--- config.mk ---
export PLATFORM = sky130hd
export DESIGN_NAME = spi_slave_rx
export DESIGN_NICKNAME = d
export VERILOG_FILES = /design/src/rtl/spi_slave_rx.sv
export SDC_FILE = /design/constraint.sdc
export NUM_CORES = 1
export LEC_CHECK = 0
export BUFFER_PORTS_ARGS = -buffer_cell sky130_fd_sc_hd__buf_2
export CORE_UTILIZATION = 30
export DETAILED_ROUTE_END_ITERATION = 12
export SLEW_MARGIN = 20
export SYNTH_ARGS = -nofsm -noshare
export SYNTH_HDL_FRONTEND = slang
export SYNTH_SLANG_ARGS = --single-unit
--- constraint.sdc ---
create_clock -name clk -period 3.75 [get_ports clk]
set_clock_uncertainty 0.15 [all_clocks]
set_input_delay 0.1875 -clock clk [delete_from_list [all_inputs] [get_ports clk]]
set_output_delay 0.1875 -clock clk [all_outputs]
set_load 0.02 [all_outputs]
--- src/rtl/spi_slave_rx.sv ---
// SPI mode-0 slave receiver for one DATASIZE-bit AES block per frame.
// sclk/scs/mosi are oversampled on clk through SYNC_STAGES flops; a
// response block captured from tx_data at frame start is shifted out on miso.
// Optional build macro: SPI_SLAVE_OVERRUN_EN adds a sticky overrun flag.
//
// state | meaning
// IDLE  | waiting for synchronised scs falling edge
// SHIFT | frame in progress, sampling mosi / shifting miso
// DONE  | block delivered, waiting for scs to rise
module spi_slave_rx #(
  parameter int DATASIZE    = 128,
  parameter int SYNC_STAGES = 2
) (
  input  logic                clk,
  input  logic                rst,
  input  logic                sclk,
  input  logic                scs,
  input  logic                mosi,
  output logic                miso,
  input  logic [DATASIZE-1:0] tx_data,
  output logic [DATASIZE-1:0] rx_data,
  output logic                rx_valid,
  input  logic                rx_ack,
  output logic                busy,
  output logic                frame_err
`ifdef SPI_SLAVE_OVERRUN_EN
  ,
  output logic                overrun
`endif
);

  localparam int CW = $clog2(DATASIZE + 1);

  typedef enum logic [1:0] {IDLE, SHIFT, DONE} state_t;

  state_t state, next_state;

  logic [SYNC_STAGES-1:0] sclk_pipe, scs_pipe, mosi_pipe;
  logic                   sclk_d, scs_d;
  logic                   sclk_s, scs_s, mosi_s;
  logic                   sclk_rise, sclk_fall, scs_fall;

  logic [CW-1:0]          cnt;
  logic [DATASIZE-1:0]    rx_sr, tx_sr;
  logic                   cnt_full;

  logic                   load_tx, shift_rx, shift_tx, complete, abort;

  assign sclk_s    = sclk_pipe[SYNC_STAGES-1];
  assign scs_s     = scs_pipe[SYNC_STAGES-1];
  assign mosi_s    = mosi_pipe[SYNC_STAGES-1];
  assign sclk_rise = sclk_s & ~sclk_d;
  assign sclk_fall = ~sclk_s & sclk_d;
  assign scs_fall  = ~scs_s & scs_d;
  assign cnt_full  = (cnt == CW'(DATASIZE));

  // Synchronise SPI inputs and keep one extra sample for edge detection.
  always_ff @(posedge clk or negedge rst) begin
    if (!rst) begin
      sclk_pipe <= '0;
      scs_pipe  <= '1;
      mosi_pipe <= '0;
      sclk_d    <= 1'b0;
      scs_d     <= 1'b1;
    end else begin
      sclk_pipe <= {sclk_pipe[SYNC_STAGES-2:0], sclk};
      scs_pipe  <= {scs_pipe[SYNC_STAGES-2:0], scs};
      mosi_pipe <= {mosi_pipe[SYNC_STAGES-2:0], mosi};
      sclk_d    <= sclk_s;
      scs_d     <= scs_s;
    end
  end

  // State register.
  always_ff @(posedge clk or negedge rst) begin
    if (!rst) state <= IDLE;
    else      state <= next_state;
  end

  // Next-state logic; a completed count beats a late scs rise.
  always_comb begin
    next_state = state;
    case (state)
      IDLE:    if (scs_fall) next_state = SHIFT;
      SHIFT:   if (cnt_full) next_state = DONE;
               else if (scs_s) next_state = IDLE;
      DONE:    if (scs_s) next_state = IDLE;
      default: next_state = IDLE;
    endcase
  end

  // Per-cycle control strobes decoded from state and synchronised edges.
  always_comb begin
    load_tx  = 1'b0;
    shift_rx = 1'b0;
    shift_tx = 1'b0;
    complete = 1'b0;
    abort    = 1'b0;
    busy     = (state != IDLE);
    case (state)
      IDLE:  load_tx = scs_fall;
      SHIFT: begin
        complete = cnt_full;
        abort    = !cnt_full && scs_s;
        shift_rx = !cnt_full && !scs_s && sclk_rise;
        shift_tx = !cnt_full && !scs_s && sclk_fall;
      end
      default: ;
    endcase
  end

  // Bit counter and shift registers.
  always_ff @(posedge clk or negedge rst) begin
    if (!rst) begin
      cnt   <= '0;
      rx_sr <= '0;
      tx_sr <= '0;
    end else begin
      if (load_tx)       cnt <= '0;
      else if (shift_rx) cnt <= cnt + CW'(1);
      if (shift_rx) rx_sr <= {rx_sr[DATASIZE-2:0], mosi_s};
      if (load_tx)       tx_sr <= tx_data;
      else if (shift_tx) tx_sr <= tx_sr << 1;
    end
  end

  // miso: zero outside an active shift, else the current tx MSB.
  always_ff @(posedge clk or negedge rst) begin
    if (!rst)                          miso <= 1'b0;
    else if (scs_s || state == DONE)   miso <= 1'b0;
    else if (load_tx)                  miso <= tx_data[DATASIZE-1];
    else if (shift_tx)                 miso <= tx_sr[DATASIZE-2];
  end

  // Delivery, handshake and abort reporting; a new block beats rx_ack.
  always_ff @(posedge clk or negedge rst) begin
    if (!rst) begin
      rx_data   <= '0;
      rx_valid  <= 1'b0;
      frame_err <= 1'b0;
    end else begin
      frame_err <= abort;
      if (complete) rx_data <= rx_sr;
      if (complete)    rx_valid <= 1'b1;
      else if (rx_ack) rx_valid <= 1'b0;
    end
  end

`ifdef SPI_SLAVE_OVERRUN_EN
  // Sticky flag for a block overwritten before it was acknowledged.
  always_ff @(posedge clk or negedge rst) begin
    if (!rst)                      overrun <= 1'b0;
    else if (complete && rx_valid) overrun <= 1'b1;
    else if (rx_ack)               overrun <= 1'b0;
  end
`endif

endmodule

==> flow_results.xml <==
<?xml version="1.0" encoding="UTF-8"?>
<metrics>
  <group name="global_routing">
    <metric name="global_route.usage.total" unit="">0.133</metric>
    <metric name="grt_pass1_wl" unit="mm">57.8</metric>
    <metric name="via_count_of_the_first_global_routing_pass" unit="">10900</metric>
    <metric name="overflow" unit="">0</metric>
    <metric name="grt_max_degree" unit="">133</metric>
    <metric name="antenna_found_initial" unit="">3</metric>
  </group>
  <group name="detailed_routing">
    <metric name="antenna_violating_nets_post_route" unit="">0</metric>
    <metric name="via_count" unit="">10200</metric>
    <metric name="detail_route.wl_per_cell" unit="µm">16.4</metric>
    <metric name="wl" unit="mm">35.5</metric>
    <metric name="detail_route.first_pass.iterations" unit="">4</metric>
    <metric name="drt_drc_violations_left" unit="">0</metric>
    <metric name="top_layer_used" unit="">met5</metric>
    <metric name="detailroute.wirelength.met2" unit="mm">17.6</metric>
    <metric name="routed_via_density" unit="">4.73</metric>
    <metric name="starting_drc_count_in_detailed_routing" unit="">523</metric>
    <metric name="routed_metal_1_wire_length" unit="mm">15.0</metric>
    <metric name="met3RoutedLength" unit="mm">1.63</metric>
  </group>
  <group name="power_and_ir_drop">
    <metric name="power.switching" unit="µW">2370</metric>
    <metric name="design_power_total" unit="µW">10100</metric>
    <metric name="sequentialPowerShare" unit="">0.481</metric>
    <metric name="total_leakage_power" unit="µW">0.0112</metric>
    <metric name="power.ir.vdd_worst" unit="mV">0.264</metric>
    <metric name="netSwitchingFraction" unit="">0.234</metric>
    <metric name="power.density_cell_area" unit="nW/µm²">487</metric>
    <metric name="internal-power" unit="µW">7770</metric>
    <metric name="pwr-share-clk" unit="">0.441</metric>
    <metric name="power.combinational.fraction" unit="">0.077</metric>
  </group>
  <group name="die">
    <metric name="number_of_rows_created_at_floorplan" unit="">83</metric>
    <metric name="start_util" unit="">0.306</metric>
    <metric name="floorplan.io_pins" unit="">266</metric>
    <metric name="design.core.area" unit="µm²">51600</metric>
    <metric name="dieWidth" unit="µm">231</metric>
    <metric name="die-area" unit="µm²">53600</metric>
    <metric name="die_height" unit="µm">231</metric>
  </group>
  <group name="setup_path">
    <metric name="r2r.worst_path.cells" unit="">6</metric>
    <metric name="rr_endpoint" unit="">tx_sr[110]</metric>
    <metric name="critical_path_peak_fanout" unit="">70</metric>
    <metric name="worst_setup_path_start_kind" unit="">flip-flop</metric>
    <metric name="worst_path_required" unit="ns">4.09</metric>
    <metric name="critical_path.endpoint_type" unit="">flip-flop</metric>
    <metric name="regToRegStartpoint" unit="">state[1]</metric>
    <metric name="rrSetupSlack" unit="ns">0.46</metric>
    <metric name="critical_path_arrival" unit="ns">3.63</metric>
    <metric name="setup.worst_path.class" unit="">reg -&gt; reg</metric>
  </group>
  <group name="logic_synthesis">
    <metric name="yosysMostFrequentCell" unit="">dfrtp_1</metric>
    <metric name="ys_seq_elements" unit="">404</metric>
    <metric name="syn-cell-area" unit="µm²">15800</metric>
    <metric name="synth_top_cells_by_area" unit="">dfrtp_1 (64%), mux2_2 (17%), a22o_1 (6.9%)</metric>
    <metric name="post_synth_edffs" unit="">0</metric>
    <metric name="asyncSetResetFlopFracSynth" unit="">1.00</metric>
    <metric name="synth_common_cells" unit="">dfrtp_1 (401), mux2_2 (245), a21o_1 (124), a22o_1 (124), clkbuf_1 (36)</metric>
    <metric name="post-synth-top-area-cell" unit="">dfrtp_1</metric>
    <metric name="ys_seq_area_frac" unit="">0.640</metric>
    <metric name="synth_fp_nets" unit="">1182</metric>
    <metric name="syn-instance-count" unit="">1046</metric>
    <metric name="synthDistinctLibCells" unit="">38</metric>
    <metric name="synthesis.yosys.warnings" unit="">0</metric>
    <metric name="postSynthAreaPerCell" unit="µm²">15.1</metric>
    <metric name="yosys_most_used_dff" unit="">dfrtp_1</metric>
    <metric name="synth_top_area_share" unit="">0.635</metric>
  </group>
  <group name="cts">
    <metric name="cts_max_path_buffers" unit="">3</metric>
    <metric name="cts_tree" unit="">yes</metric>
    <metric name="post_cts_buffers" unit="">0</metric>
    <metric name="cts.sink_count" unit="">404</metric>
    <metric name="cts-resized-gates" unit="">0</metric>
    <metric name="htreeDepth" unit="">2</metric>
    <metric name="ctsRootBufferMaster" unit="">clkbuf_16</metric>
    <metric name="clk_latency" unit="ns">0.56</metric>
    <metric name="cts_made_buffers" unit="">46</metric>
    <metric name="clk_pin_slew_worst_paths" unit="ns">0.06</metric>
  </group>
  <group name="placement">
    <metric name="final_weighted_congestion_in_routability_driven_placement" unit="">0.773</metric>
    <metric name="pre_cts_slack" unit="ns">0.464</metric>
    <metric name="dp_hpwl" unit="mm">21.7</metric>
    <metric name="buffer_ports.inserted" unit="">265</metric>
  </group>
  <group name="timing">
    <metric name="setup_tns" unit="ns">0</metric>
    <metric name="finalHoldViolations" unit="">0</metric>
    <metric name="hold-worst-slack" unit="ns">0.0927</metric>
    <metric name="timing.max_slew.rel_slack" unit="">0.361</metric>
    <metric name="max_clock_freq" unit="MHz">304</metric>
    <metric name="period_utilisation_layout" unit="">0.877</metric>
    <metric name="finalWorstPathRequiredPeriod" unit="ns">3.29</metric>
    <metric name="post-route-worst-setup-slack" unit="ns">0.462</metric>
    <metric name="setup_viol_count_final" unit="">0</metric>
    <metric name="worst-slew-pin-transition" unit="ns">0.959</metric>
    <metric name="setup_repair_after_global_routing_missed_its_margin" unit="">no</metric>
    <metric name="timing.final.max_slew_violations" unit="">0</metric>
  </group>
  <group name="final_layout">
    <metric name="final_core_util" unit="">0.403</metric>
    <metric name="fraction_of_layout_cells_with_a_size_suffix_above_1" unit="">0.419</metric>
    <metric name="area_delta_synth_final" unit="%">31.7</metric>
    <metric name="fillers" unit="">4767</metric>
    <metric name="layout.nets" unit="">1577</metric>
  </group>
  <group name="hold_path">
    <metric name="type_of_the_most_critical_hold_path" unit="">in -&gt; async</metric>
  </group>
  <group name="run_status">
    <metric name="run_status" unit="">finished, final reports clean</metric>
  </group>
  <group name="flow_run">
    <metric name="maxCapViolations" unit="">0</metric>
  </group>
</metrics>
area by class of cell:
| type | count | area (µm²) | area share |
|---|---|---|---|
| Inverter | 5 | 18.8 | 0.000902 |
| Clock buffer | 56 | 1240 | 0.0595 |
| Sequential cell | 404 | 10100 | 0.486 |
| Multi-Input combinational cell | 566 | 5370 | 0.258 |
| Timing Repair Buffer | 418 | 2920 | 0.140 |
| Clock inverter | 27 | 279 | 0.0134 |
| Antenna cell | 5 | 12.5 | 0.000601 |
| Tap cell | 680 | 851 | 0.0409 |
flip-flops by register name (all words and copies together) (netlist names):
register   flops
cnt            8
scs_pipe       2
state          2
frame_err      1
rx_data      128
sclk_d         1
miso           1
tx_sr        127
rx_sr        128
scs_d          1
sclk_pipe      2
mosi_pipe      2
rx_valid       1
metal layers:
metal,GRT usage,up-vias
met2,0.220,214
met3,0.0309,87
met4,0.0637,4
met5,0,-
li1,-,4640
met1,0.164,5280
kinds of logic after synthesis:
logic type | synth area share
flops | 0.640
buf+inv | 0.0204
fa+ha+maj | 0.00158
xor+xnor | 0.00222
simple gates | 0.0165
mux | 0.184
compound gates | 0.135
how the worst max path moves through the flow:
stage,start,to
after detailed placement,scs_pipe[1],tx_sr[110]
after CTS,scs_pipe[1],tx_sr[110]
after global placement,scs_pipe[1],tx_sr[110]
after floorplan,scs_pipe[1],rx_sr[29]
final,state[1],tx_sr[110]
after global routing,state[1],tx_sr[110]
placed cells by master (no fill, tap or decap), types with 2 or more instances in the layout:
master,synthesis,routed
clkbuf_8,0,5
dfstp_2,3,3
clkinv_4,0,3
bufinv_16,0,4
a21oi_1,3,3
nand2b_1,3,3
buf_12,0,8
mux2_2,245,245
inv_6,0,3
mux2i_1,2,2
nand3_1,2,2
mux2_1,11,11
clkinv_2,0,12
ha_1,2,2
nand3b_1,3,3
a22o_1,124,124
diode_2,0,5
clkbuf_1,36,5
buf_2,30,264
dlygate4sd3_1,0,133
clkinvlp_4,0,4
nand2_1,9,9
a21o_1,124,124
xnor2_1,3,3
o21ai_0,5,5
inv_1,5,5
nor2_1,7,6
dfrtp_1,401,401
buf_4,0,12
clkbuf_16,0,46
a2111oi_4,2,2
nand4_1,4,4
power by group through the flow:
stage          sequential [µW]  combinational (µW)  clock (µW)
6_report                  4880                 782        4470
5_1_grt                   4920                 872        4830
3_5_place_dp              4950                 678           0
2_1_floorplan             4890                 425           0
3_3_place_gp              4940                 651           0
4_1_cts                   4870                 795        4670
metrics by stage:
stage | std cells | instance area (µm²)
2_1_floorplan | 1046 | 15800
3_3_place_gp | 1939 | 17900
3_5_place_dp | 1939 | 17900
4_1_cts | 2155 | 20800
5_1_grt | 2157 | 20800
6_report | 2161 | 20800
timing repair:
action                                  4_1_cts  5_1_grt
endpoints found under the setup margin        0        0
hold endpoints to repair                    227        0
hold buffers                                133        0
critical path, cell delays in order (launching register included):
cell	delay (ns)
dfrtp_1	0.42
or3b_1	0.51
a2111oi_4	0.44
buf_4	0.65
buf_4	0.64
a22o_1	0.27
a21o_1	0.10
(Power assumes the default switching activity.)
